**src/rtl/pixel_sink_pkg.sv**
```systemverilog
// rtl/pixel_sink_pkg.sv - shared constants, colour codes and address helper for pixel_sink
package pixel_sink_pkg;

  localparam int SCREEN_W    = 160;
  localparam int SCREEN_H    = 120;
  localparam int OFFSCREEN_X = 160;
  localparam int ADDR_W      = 15;
  localparam int COLOUR_W    = 3;
  localparam int ENTRY_W     = ADDR_W + COLOUR_W;

  typedef enum logic [COLOUR_W-1:0] {
    BLACK   = 3'b000,
    BLUE    = 3'b001,
    GREEN   = 3'b010,
    CYAN    = 3'b011,
    RED     = 3'b100,
    MAGENTA = 3'b101,
    YELLOW  = 3'b110,
    WHITE   = 3'b111
  } colour_e;

  // y*160 + x as two shifts and an add, truncated to the framebuffer width
  function automatic logic [ADDR_W-1:0] linear_addr(input logic [10:0] x, input logic [10:0] y);
    logic [ADDR_W-1:0] w_ye;
    logic [ADDR_W-1:0] w_xe;
    w_ye = ADDR_W'(y);
    w_xe = ADDR_W'(x);
    return (w_ye << 7) + (w_ye << 5) + w_xe;
  endfunction

endpackage

```
**src/rtl/pixel_fifo.sv**
```systemverilog
// rtl/pixel_fifo.sv - synchronous FIFO for buffered pixel entries
// Pointers carry one extra bit so full and empty are distinguishable.
module pixel_fifo #(
  parameter int WIDTH = 18,
  parameter int DEPTH = 4
) (
  input  logic             clock,
  input  logic             reset,
  input  logic             push,
  input  logic             pop,
  input  logic [WIDTH-1:0] din,
  output logic [WIDTH-1:0] dout,
  output logic             full,
  output logic             empty
);

  localparam int AW = $clog2(DEPTH);

  logic [WIDTH-1:0] r_mem [DEPTH];
  logic [AW:0]      r_wptr;
  logic [AW:0]      r_rptr;
  logic             w_do_pop;
  logic             w_do_push;

  assign empty     = (r_wptr == r_rptr);
  assign full      = (r_wptr[AW] != r_rptr[AW]) && (r_wptr[AW-1:0] == r_rptr[AW-1:0]);
  assign w_do_pop  = pop && !empty;
  // A full FIFO still takes a push when the head leaves in the same cycle
  assign w_do_push = push && (!full || w_do_pop);
  assign dout      = r_mem[r_rptr[AW-1:0]];

  always_ff @(posedge clock or posedge reset) begin
    if (reset) begin
      r_wptr <= '0;
      r_rptr <= '0;
    end else begin
      if (w_do_push) r_wptr <= r_wptr + 1'b1;
      if (w_do_pop)  r_rptr <= r_rptr + 1'b1;
    end
  end

  always_ff @(posedge clock) begin
    if (w_do_push) r_mem[r_wptr[AW-1:0]] <= din;
  end

endmodule

```
**src/rtl/pixel_sink.sv**
```systemverilog
// rtl/pixel_sink.sv - pixel-draw receiver: clip, linearise, buffer, drain to framebuffer RAM
// Optional macro PIXEL_SINK_DEDUP_EN suppresses pushes identical to the last pushed entry.
module pixel_sink
  import pixel_sink_pkg::*;
#(
  parameter int SCREEN_W   = pixel_sink_pkg::SCREEN_W,
  parameter int SCREEN_H   = pixel_sink_pkg::SCREEN_H,
  parameter int FIFO_DEPTH = 4
) (
  input  logic        clock,
  input  logic        reset,
  input  logic [10:0] in_x,
  input  logic [10:0] in_y,
  input  logic [2:0]  in_colour,
  input  logic        mem_ready,
  output logic        mem_we,
  output logic [14:0] mem_addr,
  output logic [2:0]  mem_data,
  output logic        overflow,
  output logic [15:0] pixel_count
);

  localparam logic [10:0] X_LIM = 11'(SCREEN_W);
  localparam logic [10:0] Y_LIM = 11'(SCREEN_H);

  logic                r_s1_valid;
  logic [ADDR_W-1:0]   r_s1_addr;
  logic [COLOUR_W-1:0] r_s1_colour;
  logic                r_overflow;
  logic [15:0]         r_pixel_count;

  logic [ENTRY_W-1:0]  w_entry;
  logic [ENTRY_W-1:0]  w_dout;
  logic                w_full;
  logic                w_empty;
  logic                w_push;
  logic                w_pop;
  logic                w_accept;

  always_ff @(posedge clock or posedge reset) begin
    if (reset) begin
      r_s1_valid  <= 1'b0;
      r_s1_addr   <= '0;
      r_s1_colour <= '0;
    end else begin
      r_s1_valid  <= (in_x < X_LIM) && (in_y < Y_LIM);
      r_s1_addr   <= linear_addr(in_x, in_y);
      r_s1_colour <= in_colour;
    end
  end

  assign w_entry  = {r_s1_addr, r_s1_colour};
  assign w_pop    = !w_empty && mem_ready;
  assign w_accept = !w_full || w_pop;

`ifdef PIXEL_SINK_DEDUP_EN
  logic               r_last_valid;
  logic [ENTRY_W-1:0] r_last_entry;

  assign w_push = r_s1_valid && !(r_last_valid && (r_last_entry == w_entry));

  always_ff @(posedge clock or posedge reset) begin
    if (reset) begin
      r_last_valid <= 1'b0;
      r_last_entry <= '0;
    end else if (w_push && w_accept) begin
      r_last_valid <= 1'b1;
      r_last_entry <= w_entry;
    end
  end
`else
  assign w_push = r_s1_valid;
`endif

  pixel_fifo #(
    .WIDTH (ENTRY_W),
    .DEPTH (FIFO_DEPTH)
  ) u_fifo (
    .clock (clock),
    .reset (reset),
    .push  (w_push),
    .pop   (w_pop),
    .din   (w_entry),
    .dout  (w_dout),
    .full  (w_full),
    .empty (w_empty)
  );

  always_ff @(posedge clock or posedge reset) begin
    if (reset) begin
      r_overflow    <= 1'b0;
      r_pixel_count <= '0;
    end else begin
      if (w_push && !w_accept) r_overflow <= 1'b1;
      if (w_pop)               r_pixel_count <= r_pixel_count + 16'd1;
    end
  end

  // Head is masked while empty so the RAM port shows zeros rather than stale storage
  assign mem_we      = !w_empty;
  assign mem_addr    = w_empty ? '0 : w_dout[ENTRY_W-1:COLOUR_W];
  assign mem_data    = w_empty ? '0 : w_dout[COLOUR_W-1:0];
  assign overflow    = r_overflow;
  assign pixel_count = r_pixel_count;

endmodule

```
**config.mk**
```make
export PLATFORM = sky130hd
export DESIGN_NAME = pixel_sink
export DESIGN_NICKNAME = d
export VERILOG_FILES = /design/src/rtl/pixel_sink_pkg.sv /design/src/rtl/pixel_fifo.sv /design/src/rtl/pixel_sink.sv
export SDC_FILE = /design/constraint.sdc
export NUM_CORES = 1
export LEC_CHECK = 0
export ABC_AREA = 1
export CAP_MARGIN = 40
export CORE_MARGIN = 5
export CORE_UTILIZATION = 25
export DETAILED_ROUTE_END_ITERATION = 7
export PLACE_DENSITY = 0.49
export SETUP_SLACK_MARGIN = 0.2
export SYNTH_ARGS = -nofsm -noshare
export SYNTH_HDL_FRONTEND = slang
export SYNTH_SLANG_ARGS = --single-unit
```
**constraint.sdc**
```tcl
create_clock -name clock -period 2.6 [get_ports clock]
set_input_delay 0.26 -clock clock [delete_from_list [all_inputs] [get_ports clock]]
set_output_delay 0.26 -clock clock [all_outputs]
set_load 0.02 [all_outputs]
```
---- After elaboration in Yosys (flattened, before gate mapping) ----
Memory sizes are Yosys's and may differ from the RTL's.
Index checks and enable logic that the tools add are counted.
cells by class
  multiplexer cells ....................... 4
  add/sub/neg operators ................... 5
  equality and inequality tests ........... 3
  reductions and logical operators ........ 11
  magnitude comparators ................... 2
operators by type and width
  cell                                                                    count
  16-bit by 1-bit adder with 16-bit output (second input constant)        1
  15-bit by 11-bit adder with 15-bit output                               1
  15-bit adder                                                            1
  15-bit two-way mux                                                      1
  11-bit by 7-bit < comparator with 1-bit output (second input constant)  1
  11-bit by 8-bit < comparator with 1-bit output (second input constant)  1
  3-bit by 1-bit adder with 3-bit output (second input constant)          2
  1-bit logical AND                                                       6
  3-bit equality test                                                     1
  1-bit logical NOT                                                       3
  3-bit two-way mux                                                       1
  2-bit equality test                                                     1
  1-bit logical OR                                                        2
  1-bit two-way mux                                                       2
  1-bit inequality test                                                   1
storage, ports and cells
  word-level logic and storage cells ...... 33
  register bits after elaboration ......... 42
  memories ................................ 1
  output and inout port bits .............. 36
  memory bits (writable) .................. 72
  input port bits ......................... 28
memory list
  memory        words  width  rd ports  clocked after memory_dff  wr ports  line              text
  u_fifo.r_mem  4      18     1         0                         1         pixel_fifo.sv:19  logic [WIDTH-1:0] r_mem [DEPTH];

---- Longest topological paths before layout ----
Gate-level depths: netlist (run 1).
  word-level depth ........................ 8
  depth in mapped cells ................... 10

---- Modules after synthesis ----
Synthesis (run 1) repeated with hierarchy kept, for this count alone.
second synthesis, totals
  cell total of the unflattened synthesis .. 465
  area, all modules ....................... 5227.5 sq um
by module, submodules not included
  module      area an instance (sq um)  instances  sequential area each (sq um)  cells each
  pixel_fifo  3129.3                    1          2312.2                        234
  pixel_sink  2098.3                    1          900.9                         231

---- Least setup slack after synthesis (run 1) ----
OpenSTA, ideal clock, no wires.
  kind .................................... reg-to-reg
  start ................................... reg u_fifo.r_rptr[1]
  end ..................................... mem u_fifo.r_mem[0][0], enable pin
  library setup time ...................... 393 ps
  stages on the path, launching flop included .. 7
  clock period less this slack ............ 2146 ps
  arrival time ............................ 1754 ps
  slack ................................... 454 ps
  data required time ...................... 2207 ps
  path buffers ............................ 1
  cells stage by stage .................... dfrtp_1 > buf_4 > xor2_1 > nor2_1 > nand2_1 > nand2_2 > nor2_1
on the way
  word-level cells in the longest chain between the ends .. 8
  elaborated cells on any way between the ends .. 11
RTL lines
  item                                         line                                text
  start: declaration                           pixel_fifo.sv:21                    logic [AW:0] r_rptr;
  start signal: assignment                     pixel_fifo.sv:38                    if (w_do_pop) r_rptr <= r_rptr + 1'b1;
  3-bit equality test                          pixel_fifo.sv:25                    assign empty = (r_wptr == r_rptr);
  1-bit logical NOT                            pixel_fifo.sv:27, pixel_sink.sv:53
  1-bit logical AND                            pixel_sink.sv:53                    assign w_pop = !w_empty && mem_ready;
  1-bit logical AND                            pixel_fifo.sv:27                    assign w_do_pop = pop && !empty;
  1-bit logical OR (*)                         pixel_fifo.sv:29                    assign w_do_push = push && (!full || w_do_pop);
  1-bit logical AND (*)                        pixel_fifo.sv:29
  1-bit two-way mux (*)                        pixel_fifo.sv:43                    if (w_do_push) r_mem[r_wptr[AW-1:0]] <= din;
  1-bit two-way mux (not written as such) (*)  pixel_fifo.sv:43
  end: declaration                             pixel_fifo.sv:19
Mark *: on every way between the ends. The rest lies on a longest branch, timed or not.

---- Final worst setup path (run 1) ----
  start ................................... reg u_fifo.r_rptr[1]
  end ..................................... out mem_we
on the way
  word-level cells in the longest chain between the ends .. 2
RTL lines
  item                 line               text
  3-bit equality test  pixel_fifo.sv:25
  1-bit logical NOT    pixel_sink.sv:100  assign mem_we = !w_empty;
  end: declaration     pixel_sink.sv:16   output logic mem_we,
Every way passes these cells.

==> results of run 1 <==
power breakdown:
group / leakage [nW] / internal (mW) / switching, mW
clock network: 0.296 / 1.61 / 0.830
logic: 1.47 / 0.882 / 1.39
registers: 1.18 / 2.10 / 0.162
synth_stat cells (all sizes together):
library cell / instances / area share
nor2: 76 / 0.053
clkinv: 1 / 0.00070
o2111a: 1 / 0.0021
fa: 5 / 0.019
dfrtp: 42 / 0.20
nor3: 2 / 0.0019
edfxtp: 72 / 0.40
nand4: 7 / 0.0082
o21ai: 62 / 0.060
a31o: 1 / 0.0016
clkbuf: 4 / 0.0028
xor2: 8 / 0.013
nand3: 18 / 0.018
inv: 57 / 0.040
nand2: 121 / 0.087
o21bai: 1 / 0.0014
buf: 12 / 0.018
a21oi: 5 / 0.0047
xnor2: 13 / 0.023
ha: 19 / 0.044
routing by layer:
layer	GRT usage	vias to the layer above
met5	0	-
met4	0.0372	0
met3	0.0293	9
met2	0.170	69
met1	0.122	1737
li1	-	1906
final cells by class:
type | instances | area, µm² | share of cell area
Sequential cell | 114 | 3210 | 0.459
Clock buffer | 17 | 425 | 0.0608
Tap cell | 275 | 344 | 0.0492
Inverter | 58 | 220 | 0.0315
Timing Repair Buffer | 81 | 783 | 0.112
Multi-Input combinational cell | 339 | 1800 | 0.258
Clock inverter | 15 | 208 | 0.0297
metrics by stage:
| step | setup slack [ns] | area (µm²) | total power, mW |
|---|---|---|---|
| floorplan | 0.454 | 5350 | 3.78 |
| global placement | 0.152 | 6360 | 4.72 |
| detailed placement | 0.129 | 6360 | 4.75 |
| CTS | 0.130 | 6990 | 7.11 |
| global route | 0.235 | 7000 | 7.43 |
| finish | 0.325 | 7000 | 6.97 |
final timing paths:
path                                              start                      endpoint  slack (ns)  depth (start not counted)
setup / recovery           u_fifo.r_rptr[1]$_DFFE_PP0P_                        mem_we        0.33                          5
hold / removal                                    reset   pixel_count[15]$_DFFE_PP0P_        0.20                          2
setup reg to reg           u_fifo.r_rptr[0]$_DFFE_PP0P_  u_fifo.r_mem[0][7]$_DFFE_PP_        0.78                          7
hold reg to reg                    overflow$_DFFE_PP0P_          overflow$_DFFE_PP0P_        0.48                          1
max in group asynchronous                         reset  u_fifo.r_rptr[0]$_DFFE_PP0P_        1.89                          3
min in group clock                         in_colour[0]      r_s1_colour[0]$_DFF_PP0_        0.30                          1
state kept, by name, summed over array words and instances, names as in the netlist:
signal,flops
u_fifo.r_mem,72
pixel_count,16
r_s1_addr,15
r_s1_colour,3
u_fifo.r_rptr,3
u_fifo.r_wptr,3
overflow,1
r_s1_valid,1
what timing repair did:
item / CTS / global route
hold endpoints to repair: 0 / 0
cloned: 0 / 0
pin swaps: 0 / 0
buffers inserted: 1 / 0
resized for setup: 21 / 1
endpoints found under the setup margin: 18 / 1
cells by family (layout without fill, tap and decap cells):
| group | count (synthesis) | after routing | share of synthesized area |
|---|---|---|---|
| AO/OA/AOI/OAI | 70 | 70 | 0.0700 |
| XOR/XNOR | 21 | 21 | 0.0358 |
| adder cells (fa/ha/maj) | 24 | 24 | 0.0632 |
| buffers and inverters | 74 | 171 | 0.0618 |
| flip-flops | 114 | 114 | 0.601 |
| AND/OR/NAND/NOR | 224 | 224 | 0.168 |
==> results.json, run 1 <==
{
  "finalWorstPathRequiredPeriod_ns": 2.27,
  "avgSynthCellArea_um2": 10.1,
  "hpwl_um": 8070,
  "crit_path_end_kind": "output port",
  "drv_slew": 0,
  "utilization": 0.333,
  "port_buffers": 63,
  "drt-met1-wl_um": 5370,
  "hold_class": "primary input to async pin",
  "max_freq_mhz": 440,
  "crit_type": "flop to output port",
  "filler_cell_count": 2121,
  "syn_area_um2": 5350,
  "core_area_um2": 21000,
  "yosysWarningCount": 0,
  "clk_latency_ns": 0.41,
  "globalplace.congestion": 0.774,
  "wl_met3_um": 434,
  "crit_chain": "buf_4, xnor2_1, nand3_2, buf_12, clkdlybuf4s50_1",
  "cts_buffer_depth": 2,
  "worstMarginPinSlew_ns": 0.496,
  "syn_nets": 579,
  "final_cell_mix": "nand2_1 (119), nor2_1 (76), edfxtp_1 (72)",
  "critical_path.top_delay_family": "buffers and inverters",
  "wl_met2_um": 5560,
  "grt_pass1_vias": 3788,
  "yosysSeqAreaShare": 0.601,
  "wl_per_cell_um": 12.8,
  "h-tree-depth": 4,
  "hold_violations": 0,
  "die_width_um": 156,
  "grt_pass1_wl_um": 19100,
  "layout.cells.non_filler": 899,
  "drt_iter0_drc": 119,
  "leakage_nw": 2.95,
  "ir_drop_mv": 0.504,
  "top_layer": "met4",
  "critPathRequiredTime_ns": 2.34,
  "place_inst": 866,
  "cts.sinks": 114,
  "cp-start-kind": "flop",
  "fp.dieH_um": 156,
  "antenna_cells": 0,
  "hold_slack_ns": 0.202,
  "synth_cells": 527,
  "clock_skew_ns": 0.00917,
  "overflow": 0,
  "start_util": 0.254,
  "cts_tree": "done",
  "ys_ff_latch": 114,
  "final_common_cell": "nand2_1",
  "setup_violations": 0,
  "cp_num_buf_inv": 3,
  "final_layout_size_suffix_gt1_frac": 0.0978,
  "antenna_left": 0,
  "cts_buffers": 17,
  "drc": 0,
  "grt_max_degree": 25,
  "status": "finished, final reports clean",
  "vias_per_cell": 4.14,
  "wirelength_um": 11500,
  "die_area_um2": 24400,
  "num_vias": 3721,
  "areaGrowthSynthToFinish_pct": 30.9,
  "drtPass1Iterations": 4,
  "power.density_nw_per_um2": 997,
  "period_share": 0.875,
  "cts-root-buf": "clkbuf_16",
  "final_nets": 663,
  "ys_types": 30,
  "max_stage_delay_ns": 0.62,
  "ios": 64,
  "antenna_found_initial": 0,
  "hold_buffers": 0,
  "grt.total_usage": 0.101,
  "max_cap_viol_count": 0,
  "cp.arrival_ns": 2.01,
  "max-slew-margin-rel": 0.669,
  "row_count": 53,
  "fin_tns_setup_ns": 0,
  "worst_path_max_delay_cell": "clkdlybuf4s50_1",
  "clk_pin_slew_ns": 0.06,
  "crit_fanout": 20,
  "rsz0062_at_grt": "false"
}
No activity file was read; power rests on OpenSTA's default activity.
==> run 2: changes to the inputs <==
--- a/config.mk
+++ b/config.mk
@@ -9,6 +9,7 @@
 export CAP_MARGIN = 40
 export CORE_MARGIN = 5
 export CORE_UTILIZATION = 25
+export CTS_BUF_LIST = sky130_fd_sc_hd__clkbuf_16
 export DETAILED_ROUTE_END_ITERATION = 7
 export PLACE_DENSITY = 0.49
 export SETUP_SLACK_MARGIN = 0.2
==> results of run 2 <==
Final layout, timing and power as in run 1 (identical DEF).
==> run 3: changes to the inputs <==
--- a/config.mk
+++ b/config.mk
@@ -10,6 +10,7 @@
 export CORE_MARGIN = 5
 export CORE_UTILIZATION = 25
 export CTS_BUF_LIST = sky130_fd_sc_hd__clkbuf_16
+export CTS_CLUSTER_DIAMETER = 150
 export DETAILED_ROUTE_END_ITERATION = 7
 export PLACE_DENSITY = 0.49
 export SETUP_SLACK_MARGIN = 0.2
==> results of run 3 <==
Final layout, timing and power as in run 1 (identical DEF).
